===== src/rtl/udp_arb_pkg.sv =====
// Purpose: shared types and constants for the UDP TX arbiter.
// Latency: n/a (declarations only).
// Backpressure: n/a.
package udp_arb_pkg;

  typedef enum logic [1:0] {
    ARB_IDLE,
    ARB_META,
    ARB_DATA
  } udp_arb_state_t;

  localparam int UDP_TX_META_WIDTH = 176;

endpackage


===== src/rtl/udp_tx_arbiter_rr_pick.sv =====
// Purpose: rotating-priority encoder; first set req bit at or after ptr, wrapping to 0.
// Latency: purely combinational.
// Backpressure: none.
// Ports: req (request vector), ptr (start index), gnt_idx (winner), any (some request set).
module rr_pick #(
  parameter  int N  = 4,
  localparam int IW = $clog2(N)
) (
  input  logic [N-1:0]  req,
  input  logic [IW-1:0] ptr,
  output logic [IW-1:0] gnt_idx,
  output logic          any
);

  int j;

  always_comb begin
    gnt_idx = '0;
    any     = 1'b0;
    j       = 0;
    for (int i = 0; i < N; i++) begin
      // ptr is always < N, so one subtraction is enough to wrap.
      j = int'(ptr) + i;
      if (j >= N) j = j - N;
      if (!any && req[j]) begin
        any     = 1'b1;
        gnt_idx = IW'(j);
      end
    end
  end

endmodule


===== src/rtl/udp_tx_arbiter.sv =====
// Purpose: packet-granular round-robin share of the udp_stack TX meta+data path among N_PORTS requesters.
// Latency: 1 cycle grant decision in IDLE; meta and data then pass through with zero latency.
// Backpressure: m_*_ready is routed only to the owner; all other ports (and the owner's data in META) see ready=0.
// Ports: net_clk/net_areset; s_meta_* / s_data_* per-requester slave streams (packed, port i at slice i);
//        m_meta_* / m_data_* master streams to udp_stack; grant_idx, busy, pkt_count status.
module udp_tx_arbiter
  import udp_arb_pkg::*;
#(
  parameter  int N_PORTS    = 4,
  parameter  int WIDTH      = 64,
  parameter  int META_WIDTH = UDP_TX_META_WIDTH,
  parameter  int CNT_WIDTH  = 32,
  localparam int IW         = $clog2(N_PORTS),
  localparam int KW         = WIDTH / 8
) (
  input  logic                            net_clk,
  input  logic                            net_areset,
  input  logic [N_PORTS-1:0]              s_meta_valid,
  output logic [N_PORTS-1:0]              s_meta_ready,
  input  logic [N_PORTS*META_WIDTH-1:0]   s_meta_data,
  input  logic [N_PORTS-1:0]              s_data_valid,
  output logic [N_PORTS-1:0]              s_data_ready,
  input  logic [N_PORTS*WIDTH-1:0]        s_data_data,
  input  logic [N_PORTS*KW-1:0]           s_data_keep,
  input  logic [N_PORTS-1:0]              s_data_last,
  output logic                            m_meta_valid,
  input  logic                            m_meta_ready,
  output logic [META_WIDTH-1:0]           m_meta_data,
  output logic                            m_data_valid,
  input  logic                            m_data_ready,
  output logic [WIDTH-1:0]                m_data_data,
  output logic [KW-1:0]                   m_data_keep,
  output logic                            m_data_last,
  output logic [IW-1:0]                   grant_idx,
  output logic                            busy,
  output logic [N_PORTS*CNT_WIDTH-1:0]    pkt_count
);

  udp_arb_state_t        state_q, state_d;
  logic [IW-1:0]         grant_q, grant_d;
  logic [IW-1:0]         rr_ptr_q, rr_ptr_d;
  logic [CNT_WIDTH-1:0]  cnt_q [N_PORTS];
  logic [N_PORTS-1:0]    cnt_inc;

  logic [IW-1:0]         pick_idx;
  logic                  pick_any;

  // Per-port views of the packed input buses so the owner can be selected by index.
  logic [META_WIDTH-1:0] meta_arr [N_PORTS];
  logic [WIDTH-1:0]      data_arr [N_PORTS];
  logic [KW-1:0]         keep_arr [N_PORTS];

  for (genvar g = 0; g < N_PORTS; g++) begin : g_port
    assign meta_arr[g]                          = s_meta_data[g*META_WIDTH +: META_WIDTH];
    assign data_arr[g]                          = s_data_data[g*WIDTH +: WIDTH];
    assign keep_arr[g]                          = s_data_keep[g*KW +: KW];
    assign pkt_count[g*CNT_WIDTH +: CNT_WIDTH]  = cnt_q[g];
  end

  rr_pick #(.N(N_PORTS)) u_pick (
    .req     (s_meta_valid),
    .ptr     (rr_ptr_q),
    .gnt_idx (pick_idx),
    .any     (pick_any)
  );

  // Payload fields follow the owner at all times; only valid/ready are state-gated.
  assign m_meta_data = meta_arr[grant_q];
  assign m_data_data = data_arr[grant_q];
  assign m_data_keep = keep_arr[grant_q];
  assign m_data_last = s_data_last[grant_q];
  assign grant_idx   = grant_q;
  assign busy        = (state_q != ARB_IDLE);

  always_comb begin
    state_d      = state_q;
    grant_d      = grant_q;
    rr_ptr_d     = rr_ptr_q;
    cnt_inc      = '0;
    m_meta_valid = 1'b0;
    m_data_valid = 1'b0;
    s_meta_ready = '0;
    s_data_ready = '0;
    case (state_q)
      ARB_IDLE: begin
        if (pick_any) begin
          grant_d = pick_idx;
          state_d = ARB_META;
        end
      end
      ARB_META: begin
        m_meta_valid          = s_meta_valid[grant_q];
        s_meta_ready[grant_q] = m_meta_ready;
        if (s_meta_valid[grant_q] && m_meta_ready) state_d = ARB_DATA;
      end
      ARB_DATA: begin
        m_data_valid          = s_data_valid[grant_q];
        s_data_ready[grant_q] = m_data_ready;
        if (s_data_valid[grant_q] && m_data_ready && s_data_last[grant_q]) begin
          state_d           = ARB_IDLE;
          cnt_inc[grant_q]  = 1'b1;
          // Next scan starts just after the port that finished, giving round-robin fairness.
          rr_ptr_d = (grant_q == IW'(N_PORTS - 1)) ? '0 : grant_q + IW'(1);
        end
      end
      default: state_d = ARB_IDLE;
    endcase
  end

  always_ff @(posedge net_clk or posedge net_areset) begin
    if (net_areset) begin
      state_q  <= ARB_IDLE;
      grant_q  <= '0;
      rr_ptr_q <= '0;
      for (int i = 0; i < N_PORTS; i++) cnt_q[i] <= '0;
    end else begin
      state_q  <= state_d;
      grant_q  <= grant_d;
      rr_ptr_q <= rr_ptr_d;
      for (int i = 0; i < N_PORTS; i++) begin
        if (cnt_inc[i]) cnt_q[i] <= cnt_q[i] + CNT_WIDTH'(1);
      end
    end
  end

endmodule


===== config.mk =====
export PLATFORM = sky130hd
export DESIGN_NAME = udp_tx_arbiter
export DESIGN_NICKNAME = d
export VERILOG_FILES = /design/src/rtl/udp_arb_pkg.sv /design/src/rtl/udp_tx_arbiter_rr_pick.sv /design/src/rtl/udp_tx_arbiter.sv
export SDC_FILE = /design/constraint.sdc
export NUM_CORES = 1
export LEC_CHECK = 0
export CORE_AREA = 10 10 530 532
export CTS_CLUSTER_SIZE = 20
export DETAILED_ROUTE_END_ITERATION = 7
export DIE_AREA = 0 0 540 542
export GPL_ROUTABILITY_DRIVEN = 0
export GPL_TIMING_DRIVEN = 0
export PLACE_DENSITY = 0.3
export SETUP_SLACK_MARGIN = 0.1
export SLEW_MARGIN = 20
export SYNTH_ARGS = -nofsm -noshare
export SYNTH_HDL_FRONTEND = slang
export SYNTH_SLANG_ARGS = --single-unit

===== constraint.sdc =====
create_clock -name net_clk -period 4.4 [get_ports net_clk]
set_input_delay 0.66 -clock net_clk [delete_from_list [all_inputs] [get_ports net_clk]]
set_output_delay 0.66 -clock net_clk [all_outputs]
set_load 0.02 [all_outputs]

==> impl_metrics.csv, run 1 <==
group,metric,value,unit
run_status,status,"complete, no violations",
power_and_ir_drop,pwr-share-clk,12.8,%
worst_setup_path,r2r_slack,0.70,ns
global_routing,grt_pass1_wl,341.7,mm
synthesis,synth_top_family_by_area,"multiplexers",
synthesis,ys_seq_area_share,27.73,%
power_and_ir_drop,p_leak,10.46,nW
synthesis,ys_warn_count,0,
routing,vias,18440,
cells_and_area,seqCellArea,0.003357,mm2
synthesis,synth_edf_count,0,
die,start_util,4.477,%
worst_setup_path,path_class,"flip-flop to primary output",
global_routing,grt.total_usage,19.72,%
sta,skew,0.01696,ns
cells_and_area,drive_above_1_share,14.85,%
die,die_w,540,um
cts,cts_buffers,17,
global_routing,antenna_found_initial,477,
global_routing,met3_usage,14.75,%
synthesis,synth.distinct_cells,38,
cts,clock_sinks,134,
cells_and_area,fillers,30780,
power_and_ir_drop,power,13.13,mW
cells_and_area,final_util,11.84,%
cts,cts_hold_repair.buffers,0,
routing,avgViaCountPerCell,3.000,
routing,drc,0,
worst_setup_path,cp.arrival,3.55,ns
worst_hold_path,hold_path.class,"flip-flop to flip-flop",
die,die_h,542,um
worst_setup_path,r2r_cells,6,
cts,cts.clk_slew.worst_paths,0.07,ns
die,ioPinCount,1398,
sta,slew_violations,0,
sta,hold_violations,0,
global_routing,grt_util_met2,34.36,%
global_routing,grt_start_max_net_pins,79,
synthesis,yosys.area_share.simple,11.75,%
worst_hold_path,worstHoldEndpoint,"pkt_count[95]",
global_routing,overflow,0,
power_and_ir_drop,p_per_area,410.7,mW/mm2
global_routing,grt_pass1_vias,17210,
cells_and_area,syn2layout_area_growth,164.5,%
synthesis,synth_top_area_share,46.76,%
power_and_ir_drop,p_comb_share,76.9,%
power_and_ir_drop,seqPwrFrac,10.3,%
routing,drt_iter0_drc,2025,
global_routing,grt_busiest_layer,"met2",
worst_setup_path,r2r-start,"grant_idx[0]",
synthesis,netlist_top_cells_count,"251 x mux4_2, 134 x dfrtp_1, 79 x xnor2_1",
worst_setup_path,critPathMaxFanout,10,
sta,finalCritPeriodShare,95.68,%
worst_setup_path,critPathLaunchType,"flip-flop",
cts,htreeDepth,4,
placed_design,pre_cts_slack,-0.4287,ns
worst_setup_path,critPathCaptureType,"primary output",
power_and_ir_drop,power.share.switching,50.21,%
sta,hold_slack,0.4675,ns
synthesis,synth_nets,1900,
worst_hold_path,worstHoldStart,"pkt_count[95]",
synthesis,syn_inst,884,
synthesis,synth_flop_cell,"dfrtp_1",
global_routing,met1_usage,17.31,%
cts,cts_setup_buffers,0,
cts,cts_buffer_depth,2,
synthesis,async_flop_share,100.0,%
power_and_ir_drop,ir_drop,325.0,uV
worst_setup_path,timing.rr.end,"pkt_count[81]",
placed_design,port_buffers,1397,
synthesis,synthXorXnorAreaFrac,8.983,%
synthesis,synth_most_common_cell,"mux4_2",
power_and_ir_drop,power.switching,6.594,mW
sta,rsz0062_at_grt,"false",
sta,worst_slack,0.1903,ns
synthesis,synth_top_area_cell,"mux4_2",
sta,max_slew_margin,28.93,%
placed_design,hpwlAfterDp,286.0,mm
synthesis,syn_area,0.01209,mm2
routing,drt_first_pass_iters,5,
cells_and_area,nets,3319,
worst_hold_path,worstHoldPathCells,1,
cts,clk_latency,0.51,ns
synthesis,synth.area.mux_share,47.30,%
routing,wirelength,302.3,mm
cts,cts_tree,"built",
sta,worst_pin_slew,1.066,ns
synthesis,ys_ff_latch,134,
sta,period_needed,4.210,ns
power_and_ir_drop,internal_power,6.539,mW
worst_setup_path,cp.required,3.74,ns
die,dieArea,0.2927,mm2
routing,ant_nets,0,
synthesis,avgSynthCellArea,13.68,um2
cells_and_area,multi_input_area,0.008384,mm2
die,rows,191,
cts,cts_root_buffer,"clkbuf_16",
synthesis,synthAdderAreaFrac,0.8279,%
synthesis,netlist_top_cells_area,"mux4_2 47%, dfrtp_1 28%, xnor2_1 5.7%, xor2_1 3.3%, nand4_1 2.1%",
die,core_area,0.2700,mm2
synthesis,synth_compound_area_share,0.4864,%
flow_run,drv_cap,0,
sta,setup_viol,0,
sta,fmax,237.5,MHz
routing,wl_per_cell,49.18,um
-- cell families (layout without fill, tap and decap cells) --
kind of cell    after synthesis  in the layout
simple gates                266            266
mux                         257            257
flops                       134            134
xor+xnor                    124            124
buf+inv                      86           1518
compound gates                9              9
fa+ha+maj                     8              8
other cells                   0            262
-- flip-flops by register name, summed over array words and instances (netlist names) --
name       cells
state_q        2
pkt_count    128
rr_ptr_q       2
grant_idx      2
-- metrics by stage --
| stage | TNS (ns) | std cells | instance area (um2) |
|---|---|---|---|
| 4_1_cts | 0 | 5886 | 31320 |
| 6_report | 0 | 6148 | 31980 |
| 3_3_place_gp | -579.25 | 5851 | 30540 |
| 2_1_floorplan | 0 | 884 | 12090 |
| 3_5_place_dp | -26.96 | 5854 | 30640 |
| 5_1_grt | 0 | 5996 | 31600 |
-- routing by layer --
metal,routed length [um],up-vias
met1,92260,9010
met3,47030,751
met4,13700,214
met2,148000,1688
met5,1379,-
li1,-,6779
-- power by group through the flow --
stage / combinational, mW / sequential, mW / clock, mW
after global placement: 10.3 / 1.37 / 0
after floorplan: 4.24 / 1.36 / 0
after CTS: 10.3 / 1.35 / 1.77
after detailed placement: 10.3 / 1.37 / 0
after global routing: 10.4 / 1.36 / 1.79
final: 10.1 / 1.35 / 1.68
-- area by class of cell --
class                   instances  area share [%]
repair buffers               1400           43.90
multi-input cells             664           26.22
well taps                    3570           13.97
flip-flops and latches        134           10.50
diodes                        262           2.050
clock buffers                  17           1.330
plain buffers                  66           1.135
clock inverters                15          0.6417
inverters                      20          0.2583
-- critical path, stage by stage, from the launching register on --
cell and delay (ns):
dfrtp_1 0.43, buf_4 0.37, clkbuf_2 0.35, buf_2 0.57
mux4_2 0.45, clkdlybuf4s50_1 0.82
-- worst max-delay path by stage --
stage	slack (ns)	end	startpoint	depth (start not counted)
2_1_floorplan	0.16	grant_idx[0]	net_areset	1
3_3_place_gp	-3.11	pkt_count[58]	net_areset	2
3_5_place_dp	-0.43	m_meta_data[140]	grant_idx[0]	5
4_1_cts	0.10	m_meta_data[87]	grant_idx[0]	5
5_1_grt	0.11	m_meta_data[87]	grant_idx[0]	5
6_report	0.19	m_meta_data[52]	grant_idx[1]	5
-- placed cells by master, fill, tap and decap left out, types with 12 or more instances in the layout --
cell type / instances
nor2_1: 49
and3_1: 27
inv_1: 19
mux4_2: 251
dfrtp_1: 133
nor3_1: 15
diode_2: 262
clkdlybuf4s50_1: 1373
xnor2_1: 79
dlygate4sd2_1: 21
nand4_1: 41
nand3_1: 45
clkbuf_2: 12
clkbuf_16: 17
xor2_1: 45
nand2_1: 44
buf_2: 15
clkbuf_1: 17
-- repair_timing --
action / in CTS / in global routing
endpoints found under the hold margin: 0 / 0
gates resized for setup: 62 / 1
setup endpoints to repair: 274 / 1
cloned: 0 / 0
Note: power is estimated with default switching activity, not from simulation.
==> inputs of run 2 (changes only) <==
--- a/config.mk
+++ b/config.mk
@@ -12,7 +12,6 @@
 export GPL_ROUTABILITY_DRIVEN = 0
 export GPL_TIMING_DRIVEN = 0
 export PLACE_DENSITY = 0.3
-export SETUP_SLACK_MARGIN = 0.1
 export SLEW_MARGIN = 20
 export SYNTH_ARGS = -nofsm -noshare
 export SYNTH_HDL_FRONTEND = slang
==> run 2 against run 1 <==
Effect of this change:
- total power down 0.19%
- utilization about the same
- register-to-register slack better by 0.04 ns
- highest routed layer unchanged
- sequential power about the same
- largest cell class unchanged
==> impl_metrics.csv, run 2 (same netlist as run 1, synthesis figures left out) <==
group,metric,value,unit
global_routing,grt_start_max_net_pins,79,
cells_and_area,multi_input_area,0.008384,mm2
worst_setup_path,critPathMaxFanout,10,
worst_setup_path,slowest_delay,0.74,ns
worst_setup_path,crit_buf_inv,5,
power_and_ir_drop,power.switching,6.555,mW
cts,cts_buffers,17,
cells_and_area,stdcell_count,6128,
cells_and_area,drive_above_1_share,14.90,%
worst_setup_path,cp_slowest_cell,"clkdlybuf4s50_1",
worst_hold_path,worstHoldEndpoint,"pkt_count[95]",
cts,clk_latency,0.51,ns
worst_setup_path,critPathLaunchType,"flip-flop",
power_and_ir_drop,pwr-share-clk,12.8,%
placed_design,port_buffers,1397,
run_status,status,"complete, no violations",
die,ioPinCount,1398,
sta,hold_slack,0.4677,ns
global_routing,antenna_found_initial,473,
cts,cts_hold_repair.buffers,0,
cells_and_area,final_cell_mix,"1,379 x clkdlybuf4s50_1, 251 x mux4_2, 133 x dfrtp_1",
worst_setup_path,path_class,"flip-flop to primary output",
power_and_ir_drop,p_leak,10.47,nW
routing,drt_first_pass_iters,5,
global_routing,grt_pass1_wl,341.6,mm
sta,worst_slack,0.2171,ns
placed_design,pre_cts_slack,-0.4287,ns
die,dieArea,0.2927,mm2
worst_setup_path,cp.required,3.74,ns
routing,avgViaCountPerCell,3.007,
cells_and_area,syn2layout_area_growth,164.1,%
cells_and_area,layout_commonest_cell,"clkdlybuf4s50_1",
cts,cts.clk_slew.worst_paths,0.07,ns
flow_run,drv_cap,0,
cts,cts_buffer_depth,2,
cts,cts_root_buffer,"clkbuf_16",
sta,worst_pin_slew,1.013,ns
cts,htreeDepth,4,
sta,setup_viol,0,
global_routing,grt_pass1_vias,17240,
sta,max_slew_margin,32.43,%
sta,hold_violations,0,
power_and_ir_drop,p_per_area,410.5,mW/mm2
placed_design,dp.cells,5854,
power_and_ir_drop,ir_drop,324.7,uV
placed_design,hpwlAfterDp,286.0,mm
power_and_ir_drop,power.share.switching,50.01,%
die,rows,191,
worst_setup_path,timing.rr.end,"pkt_count[85]",
worst_hold_path,hold_path.class,"flip-flop to flip-flop",
power_and_ir_drop,p_comb_share,76.9,%
cts,clock_sinks,134,
cells_and_area,fillers,30790,
power_and_ir_drop,internal_power,6.553,mW
routing,wirelength,302.3,mm
die,die_h,542,um
worst_setup_path,r2r_cells,6,
sta,rsz0062_at_grt,"false",
worst_setup_path,crit_chain,"buf_6, clkbuf_2, buf_16, buf_4, mux4_2, clkdlybuf4s50_1",
cells_and_area,largest_reg_flops,128,
worst_setup_path,critPathCaptureType,"primary output",
sta,finalCritPeriodShare,95.07,%
power_and_ir_drop,seqPwrFrac,10.3,%
sta,slew_violations,0,
sta,skew,0.01698,ns
cts,cts_tree,"built",
cells_and_area,seqCellArea,0.003357,mm2
sta,fmax,239.1,MHz
global_routing,overflow,0,
routing,vias,18430,
die,core_area,0.2700,mm2
worst_setup_path,r2r_slack,0.74,ns
cells_and_area,final_util,11.83,%
cells_and_area,nets,3319,
routing,drt_iter0_drc,1869,
die,die_w,540,um
sta,period_needed,4.183,ns
worst_hold_path,worstHoldPathCells,1,
global_routing,grt.total_usage,19.72,%
worst_setup_path,cp.arrival,3.52,ns
worst_hold_path,worstHoldStart,"pkt_count[95]",
die,start_util,4.477,%
routing,ant_nets,0,
worst_setup_path,path_delay_family,"buffers and inverters",
routing,drc,0,
routing,wl_per_cell,49.33,um
worst_setup_path,r2r-start,"grant_idx[0]",
-- run 2: changes by cell type in the layout (fill, tap and decap cells not counted) --
cell and delta:
diode_2 -20, clkbuf_4 -1, buf_4 -2, clkdlybuf4s50_1 +6
clkbuf_1 -1, dlymetal6s2s_1 +2, clkbuf_2 +1, buf_2 +3
dlygate4sd2_1 -8
-- run 2: power groups by stage --
stage | clock (mW) | sequential (mW) | combinational, mW
after CTS | 1.77 | 1.35 | 10.4
after detailed placement | 0 | 1.37 | 10.3
after global routing | 1.79 | 1.36 | 10.4
after floorplan | 0 | 1.36 | 4.24
final | 1.68 | 1.35 | 10.1
after global placement | 0 | 1.37 | 10.3
-- run 2: per-layer routing --
layer	track usage, %	part of all wire (%)	wire length [um]
met2	34.00	49	149200
met4	8.180	4.0	12240
met1	17.46	30	91720
met3	14.54	16	47720
met5	0	0.46	1388
-- run 2: worst max-delay path by stage --
stage                      start  cells past startpoint  slack [ns]          endpoint
finish              grant_idx[0]                      6        0.22   m_data_data[12]
global route        grant_idx[0]                      6        0.02   m_data_data[16]
CTS                 grant_idx[0]                      6      0.0003   m_data_data[32]
detailed placement  grant_idx[0]                      5       -0.43  m_meta_data[140]
global placement      net_areset                      2       -3.11     pkt_count[58]
floorplan             net_areset                      1        0.16      grant_idx[0]
-- run 2: worst reg2reg max path, stage by stage, from the launching register on --
cell     delay [ns]
dfrtp_4        0.58
buf_6          0.23
mux4_2         0.65
and2_0         0.88
nand3_1        0.68
nor3_1         0.39
xor2_1         0.18
-- run 2: per-stage QoR --
step           TNS (ns)  power, mW  instance area, um2
6_report              0      13.11               31930
5_1_grt               0      13.57               31640
4_1_cts               0      13.48               31320
3_5_place_dp     -26.96      11.66               30640
3_3_place_gp    -579.25      11.68               30540
2_1_floorplan         0      5.598               12090
-- run 2: cell type report --
class	instances	share of cell area, %
repair buffers	1400	44.00
flip-flops and latches	134	10.51
plain buffers	66	1.117
well taps	3570	13.99
clock inverters	15	0.6426
multi-input cells	664	26.25
diodes	242	1.896
clock buffers	17	1.332
inverters	20	0.2586
-- run 2: repair_timing --
| action | CTS | global route |
|---|---|---|
| gates resized for setup | 53 | 2 |
| buffers inserted | 0 | 0 |
| endpoints found under the setup margin | 254 | 2 |
==> inputs of run 3 (changes only) <==
--- a/config.mk
+++ b/config.mk
@@ -12,6 +12,7 @@
 export GPL_ROUTABILITY_DRIVEN = 0
 export GPL_TIMING_DRIVEN = 0
 export PLACE_DENSITY = 0.3
+export REMOVE_ABC_BUFFERS = 1
 export SLEW_MARGIN = 20
 export SYNTH_ARGS = -nofsm -noshare
 export SYNTH_HDL_FRONTEND = slang
==> run 3 against run 2 <==
Effect of this change:
- wire length fell by 17%
- sequential power about the same
- non-clock buffer count down 47
- global-route usage is 3.3 points lower
- worst hold slack improved by 0.0038 ns
- utilization down 0.14 points
- fmax rose by 2.3%
- clock power barely moved
- combinational power about the same
- highest routed layer unchanged
==> impl_metrics.csv, run 3 (same netlist as run 1, synthesis figures left out) <==
group,metric,value,unit
worst_setup_path,critPathLaunchType,"flip-flop",
die,start_util,4.477,%
placed_design,dp.cells,5801,
die,ioPinCount,1398,
global_routing,grt_start_max_net_pins,71,
placed_design,hpwlAfterDp,235.3,mm
cts,cts_hold_repair.buffers,0,
sta,hold_violations,0,
die,rows,191,
cells_and_area,layout_commonest_cell,"clkdlybuf4s50_1",
die,core_area,0.2700,mm2
routing,wirelength,251.0,mm
sta,worst_pin_slew,0.9105,ns
power_and_ir_drop,power,13.08,mW
global_routing,overflow,0,
die,dieArea,0.2927,mm2
global_routing,antenna_found_initial,349,
worst_hold_path,hold_path.class,"flip-flop to flip-flop",
cts,clk_latency,0.50,ns
routing,drc,0,
worst_setup_path,cp.required,3.74,ns
sta,slew_violations,0,
cells_and_area,nets,3272,
sta,max_slew_margin,39.11,%
global_routing,grt_pass1_vias,16660,
cts,clock_sinks,134,
run_status,status,"complete, no violations",
placed_design,dpl_cell_area,0.03070,mm2
worst_setup_path,critPathMaxFanout,46,
cells_and_area,largest_reg_flops,128,
cells_and_area,stdcell_count,5913,
cells_and_area,fillers,30760,
sta,fmax,244.6,MHz
cts,htreeDepth,4,
power_and_ir_drop,ir_drop,226.3,uV
placed_design,port_buffers,1397,
cells_and_area,final_cell_mix,"1,384 x clkdlybuf4s50_1, 251 x mux4_2, 132 x dfrtp_1",
sta,worst_slack,0.3123,ns
sta,rsz0062_at_grt,"false",
cts,cts_buffers,17,
routing,drt_iter0_drc,1352,
cells_and_area,finish.instance_area,0.03157,mm2
power_and_ir_drop,p_per_area,414.3,mW/mm2
cts,cts_tree,"built",
sta,setup_viol,0,
worst_setup_path,path_class,"flip-flop to primary output",
routing,vias,16950,
flow_run,drv_cap,0,
global_routing,grt.total_usage,16.39,%
routing,wl_per_cell,42.44,um
routing,drt_first_pass_iters,5,
worst_setup_path,critPathCaptureType,"primary output",
worst_setup_path,cp.arrival,3.43,ns
cells_and_area,drive_above_1_share,14.01,%
cts,cts_root_buffer,"clkbuf_16",
die,die_w,540,um
sta,skew,0.01705,ns
routing,avgViaCountPerCell,2.866,
power_and_ir_drop,p_leak,10.39,nW
sta,finalCritPeriodShare,92.90,%
die,die_h,542,um
sta,tns,0,ns
cts,cts.clk_slew.worst_paths,0.07,ns
placed_design,pre_cts_slack,0.2748,ns
routing,ant_nets,0,
sta,hold_slack,0.4714,ns
global_routing,grt_pass1_wl,290.8,mm
cts,cts_buffer_depth,2,
cells_and_area,syn2layout_area_growth,161.1,%
cells_and_area,final_util,11.69,%
sta,period_needed,4.088,ns
[run 3: repair_timing]
action,4_1_cts,5_1_grt
resized for setup,12,0
setup endpoints to repair,73,0
hold endpoints to repair,0,0
buffers inserted,6,0
[run 3: cell type report]
type	instances	area, um2	share of cell area [%]
tap	3570	4467	14.15
timing repair buffer	1419	14460	45.80
multi-input combinational	664	8397	26.60
clock buffer	18	429.2	1.360
inverter	20	82.58	0.2616
antenna	74	185.2	0.5867
clock inverter	14	187.7	0.5946
sequential	134	3361	10.65
[run 3: worst paths after layout]
kind / start / slack (ns) / cells past startpoint / endpoint
setup / recovery: grant_idx[1] / 0.31 / 7 / m_meta_data[38]
hold / removal: pkt_count[127] / 0.47 / 1 / pkt_count[127]
setup reg to reg: grant_idx[0] / 1.04 / 7 / pkt_count[123]
hold reg to reg: pkt_count[127] / 0.47 / 1 / pkt_count[127]
max in group asynchronous: net_areset / 2.88 / 3 / pkt_count[106]
min in group asynchronous: net_areset / 0.63 / 2 / pkt_count[17]
[run 3: where the power goes]
part | internal (mW) | switching (mW) | total (mW)
clock | 0.909 | 0.773 | 1.68
combinational | 4.48 | 5.57 | 10.1
sequential | 1.27 | 0.0717 | 1.34
[run 3: critical path, cell delays in order (launching register included)]
cell and delay [ns]:
dfrtp_4 0.44, buf_12 0.20, buf_12 0.22, buf_12 0.23
buf_16 0.27, buf_16 0.29, mux4_2 0.44, clkdlybuf4s50_1 0.65
[run 3: routing by layer]
layer,vias up,global-route usage (%),wire length [um]
met5,-,0,1010
met4,154,1.703,4209
met3,544,10.82,33710
met2,1454,30.39,129200
met1,8338,15.50,82790
li1,6455,-,-
